File: src/rtl/hk_pkg.sv
// rtl/hk_pkg.sv - shared constants, state encoding and frame-length helper for the HK frame packer
package hk_pkg;

  localparam logic [15:0] HK_SYNC_DEFAULT = 16'hEB90;
  localparam int          HK_WORD_W       = 10;

  typedef logic [2:0] hk_state_t;

  localparam hk_state_t HK_IDLE = 3'd0;
  localparam hk_state_t HK_SYNC = 3'd1;
  localparam hk_state_t HK_SEQ  = 3'd2;
  localparam hk_state_t HK_DATA = 3'd3;
  localparam hk_state_t HK_CSUM = 3'd4;

  function automatic int hk_frame_len(input int num_words);
    return 2 * num_words + 4;
  endfunction

endpackage

File: src/rtl/hk_frame_packer.sv
// rtl/hk_frame_packer.sv - serialises a housekeeping word snapshot into a sync/seq/data/checksum byte frame
module hk_frame_packer
  import hk_pkg::*;
#(
  parameter logic [15:0] SYNC_WORD = HK_SYNC_DEFAULT,
  parameter int          NUM_WORDS = 10
) (
  input  logic                           clk50,
  input  logic                           rst_n,
  input  logic                           hk_tick,
  input  logic [HK_WORD_W*NUM_WORDS-1:0] hk_words,
  input  logic                           tx_ready,
  output logic [7:0]                     tx_data,
  output logic                           tx_valid,
  output logic                           busy,
  output logic                           frame_done,
  output logic [7:0]                     drop_cnt
);

  // Byte index spans 0..2*NUM_WORDS-1; its upper bits select the word, bit 0 the byte half.
  localparam int WIDX_W = (NUM_WORDS > 1) ? $clog2(NUM_WORDS) : 1;
  localparam int IDX_W  = WIDX_W + 1;
  localparam logic [IDX_W-1:0] LAST_DATA = IDX_W'(2 * NUM_WORDS - 1);

  hk_state_t                      state;
  logic [IDX_W-1:0]               byte_idx;
  logic [HK_WORD_W*NUM_WORDS-1:0] snap;
  logic [7:0]                     seq;
  logic [7:0]                     csum;
  logic [HK_WORD_W-1:0]           words [NUM_WORDS];
  logic [HK_WORD_W-1:0]           cur_word;
  logic                           xfer;

  for (genvar k = 0; k < NUM_WORDS; k++) begin : g_word
    assign words[k] = snap[k*HK_WORD_W +: HK_WORD_W];
  end

  assign cur_word = words[byte_idx[IDX_W-1:1]];
  assign tx_valid = (state != HK_IDLE);
  assign busy     = (state != HK_IDLE);
  assign xfer     = tx_valid && tx_ready;

  always_comb begin
    tx_data = 8'h00;
    case (state)
      HK_SYNC: tx_data = byte_idx[0] ? SYNC_WORD[7:0] : SYNC_WORD[15:8];
      HK_SEQ:  tx_data = seq;
      HK_DATA: tx_data = byte_idx[0] ? cur_word[7:0] : {6'b0, cur_word[9:8]};
      HK_CSUM: tx_data = csum;
      default: tx_data = 8'h00;
    endcase
  end

  always_ff @(posedge clk50 or negedge rst_n) begin
    if (!rst_n) begin
      state      <= HK_IDLE;
      byte_idx   <= '0;
      snap       <= '0;
      seq        <= 8'h00;
      csum       <= 8'h00;
      frame_done <= 1'b0;
      drop_cnt   <= 8'h00;
    end else begin
      frame_done <= 1'b0;
      // A tick landing on the checksum transfer edge is still counted as a drop.
      if (hk_tick && (state != HK_IDLE) && (drop_cnt != 8'hFF))
        drop_cnt <= drop_cnt + 8'd1;
      case (state)
        HK_IDLE: begin
          if (hk_tick) begin
            snap     <= hk_words;
            csum     <= 8'h00;
            byte_idx <= '0;
            state    <= HK_SYNC;
          end
        end
        HK_SYNC: begin
          if (xfer) begin
            if (byte_idx[0]) begin
              byte_idx <= '0;
              state    <= HK_SEQ;
            end else begin
              byte_idx <= byte_idx + 1'b1;
            end
          end
        end
        HK_SEQ: begin
          if (xfer) begin
            csum     <= csum + seq;
            byte_idx <= '0;
            state    <= HK_DATA;
          end
        end
        HK_DATA: begin
          if (xfer) begin
            csum <= csum + tx_data;
            if (byte_idx == LAST_DATA) begin
              byte_idx <= '0;
              state    <= HK_CSUM;
            end else begin
              byte_idx <= byte_idx + 1'b1;
            end
          end
        end
        HK_CSUM: begin
          if (xfer) begin
            frame_done <= 1'b1;
            seq        <= seq + 8'd1;
            state      <= HK_IDLE;
          end
        end
        default: state <= HK_IDLE;
      endcase
    end
  end

endmodule
File: config.mk
export PLATFORM = sky130hd
export DESIGN_NAME = hk_frame_packer
export DESIGN_NICKNAME = d
export VERILOG_FILES = /design/src/rtl/hk_pkg.sv /design/src/rtl/hk_frame_packer.sv
export SDC_FILE = /design/constraint.sdc
export NUM_CORES = 1
export LEC_CHECK = 0
export CORE_AREA = 2 2 136 138
export CTS_CLUSTER_DIAMETER = 30
export DETAILED_ROUTE_END_ITERATION = 6
export DIE_AREA = 0 0 138 140
export GPL_TIMING_DRIVEN = 1
export SLEW_MARGIN = 10
export SYNTH_ARGS = -nofsm -noshare
export SYNTH_HDL_FRONTEND = slang
export SYNTH_SLANG_ARGS = --single-unit
File: constraint.sdc
create_clock -name clk50 -period 8 [get_ports clk50]
set_input_delay 0.8 -clock clk50 [delete_from_list [all_inputs] [get_ports clk50]]
set_output_delay 0.8 -clock clk50 [all_outputs]
set_load 0.02 [all_outputs]
==> reports/qor.txt <==
commonest non-fill, non-tap cell in the layout - dfrtp_1
Port Buffers - 122
Post-Syn Nets - 650
CTS tree - yes
Worst-path clk slew - 0.06 ns
Core Area - 17800 um^2
CTS Root Cell - clkbuf_16
# diodes - 0
main combinational cell family by area after synthesis - multiplexers
Yosys cell types - 47
Detailed Routing Iterations Pass 1 - 5
cts hold-fix bufs - 0
Reg2Reg Launch Point - state[1]
Routed wire per std cell - 18.5 um
Power Total - 3.29 mW
final net count - 760
reg2reg end - csum[7]
Placed Area - 8000 um^2
Max transition margin - 0.321
setup TNS - 0 ns
post-CTS sizing - 0
vias - 4587
most frequent cells in the layout - 132 x dfrtp_1, 121 x clkdlybuf4s50_1, 99 x mux2_2
Worst EP arrival - 3.66 ns
mux contribution to synthesized area - 0.270
Worst setup endpoint - tx_data[1]
Synth Instances - 534
VDD IR max - 179 uV
R2R setup slack - 3.78 ns
skew final - 0.00686 ns
die area - 19300 um^2
Critical Path Sink Type - primary output
ys async rst share - 1.00
Least-Margin Pin Slew - 1.02 ns
gr usage total - 0.176
Worst Path Required - 7.20 ns
critical path type - flip-flop to primary output
Post-synth EDFFs - 0
RSZ-0062 raised after global routing - false
layout cells sized above 1 - 0.239
CTS Buf Count - 17
post-synth design cell area - 6650 um^2
number of global-route vias before repair - 4781
post-synthesis compound-gate area fraction - 0.0715
die height - 140 um
final worst slack - 3.54 ns
Num Clock Sinks - 133
remaining global-route overflow - 0
Hold Crit Class - primary input to async pin
CP Launch Type - flip-flop
standard-cell rows - 49
total wire length - 16300 um
Clk Latency, worst-skew pair - 0.42 ns
Top FF cell, synth - dfrtp_1
routed vias/inst - 5.18
Synth Area in Simple Gates - 0.0751
initial antenna violation count - 0
# IOs - 123
Mapped Avg Cell Area - 12.4 um^2
HPWL after detailed placement - 11900 um
adder-cell share of the synthesized area - 0.0237
status - complete, no violations
pin count of the biggest net entering global routing - 81
LEAKAGE - 3.57 nW
Tcrit/Tclk final - 0.558
critical path launch point - state[1]
Reg2Reg Depth - 12
pre-CTS WS - 3.81 ns
Syn-to-layout area delta - 29.1%
DRC - 0
H-tree levels - 4
Final setup viols - 0
Core Util, Final - 0.483
Max clock buf depth - 2
CP max FO - 16
xor-xnor portion of the synthesized cell area - 0.0264
gpl congestion - 0.999
Yosys Warn Count - 0
die width - 138 um
max_cap viols - 0
Slew Viols, Final - 0
DRT iter0 DRCs - 330
Routed Antenna Nets - 0
Max Freq - 0.224 GHz
fillers - 1575
register area share after synthesis - 0.501
Fin. Hold Viols - 0
flops & latches, synth - 133
global-route wire length before repair - 26100 um
Starting Density - 0.374
P per Cell Area - 383 nW/um^2
design area - 8580 um^2
# Post-CTS Setup Buffers - 0
minimum clock period - 4.46 ns
==> power by group <==
| group | internal, mW | switching, mW | total [mW] |
|---|---|---|---|
| sequential | 0.980 | 0.215 | 1.20 |
| combinational | 0.698 | 0.634 | 1.33 |
| clock | 0.448 | 0.313 | 0.760 |
| total | 2.13 | 1.16 | 3.29 |
==> state kept, by name (all words and copies together), names as in the netlist <==
register,count
snap,100
frame_done,1
byte_idx,5
csum,8
state,3
drop_cnt,8
seq,8
==> worst min-delay path by stage <==
stage | startpoint | end | slack, ns
floorplan | snap[38] | snap[38] | 0.45
global placement | snap[39] | snap[39] | 0.46
detailed placement | snap[36] | snap[36] | 0.47
CTS | rst_n | csum[4] | 0.40
global route | rst_n | csum[4] | 0.44
finish | rst_n | csum[4] | 0.39
==> critical path: stages (launching register included) <==
cell,delay (ns)
dfrtp_1,0.59
nor2b_1,0.61
nand2_1,0.38
or3_1,0.41
o31ai_1,0.54
clkdlybuf4s50_1,0.71
==> metal layers <==
| metal | track usage | share of wire |
|---|---|---|
| met5 | 0 | 0 |
| met2 | 0.276 | 0.47 |
| met1 | 0.238 | 0.45 |
| met3 | 0.0400 | 0.055 |
| met4 | 0.0736 | 0.024 |
==> stage by stage <==
| stage | hold WS, ns | instances |
|---|---|---|
| finish | 0.393 | 886 |
| global route | 0.443 | 886 |
| CTS | 0.405 | 886 |
| detailed placement | 0.474 | 854 |
| global placement | 0.463 | 854 |
| floorplan | 0.452 | 534 |
==> kinds of logic (layout without fill, tap and decap cells) <==
kind of cell	after synthesis	in the layout
compound gates	75	75
xor+xnor	20	20
fa+ha+maj	12	12
buf+inv	42	165
flops	133	133
mux	146	146
simple gates	106	106
==> final cells by class <==
| class | instances | area [um^2] | area share |
|---|---|---|---|
| clock buffers | 19 | 453 | 0.0528 |
| inverters | 7 | 26.3 | 0.00306 |
| flip-flops and latches | 133 | 3330 | 0.388 |
| repair buffers | 126 | 1250 | 0.146 |
| clock inverters | 13 | 124 | 0.0144 |
| well taps | 229 | 287 | 0.0334 |
| multi-input cells | 359 | 3110 | 0.362 |
==> synth_stat cells, types with 8 or more instances <==
library cell    n  share of area
xnor2_1        17          0.022
clkbuf_1       11         0.0062
o21ai_0        22          0.017
mux4_2         16          0.054
buf_2          17          0.013
nor2_1          8         0.0045
mux2i_1        22          0.033
mux2_1          9          0.015
mux2_2         99           0.17
a21oi_1        18          0.014
nand2_1        58          0.033
dfrtp_1       133           0.50
ha_1           11          0.021
(Power assumes the default switching activity.)
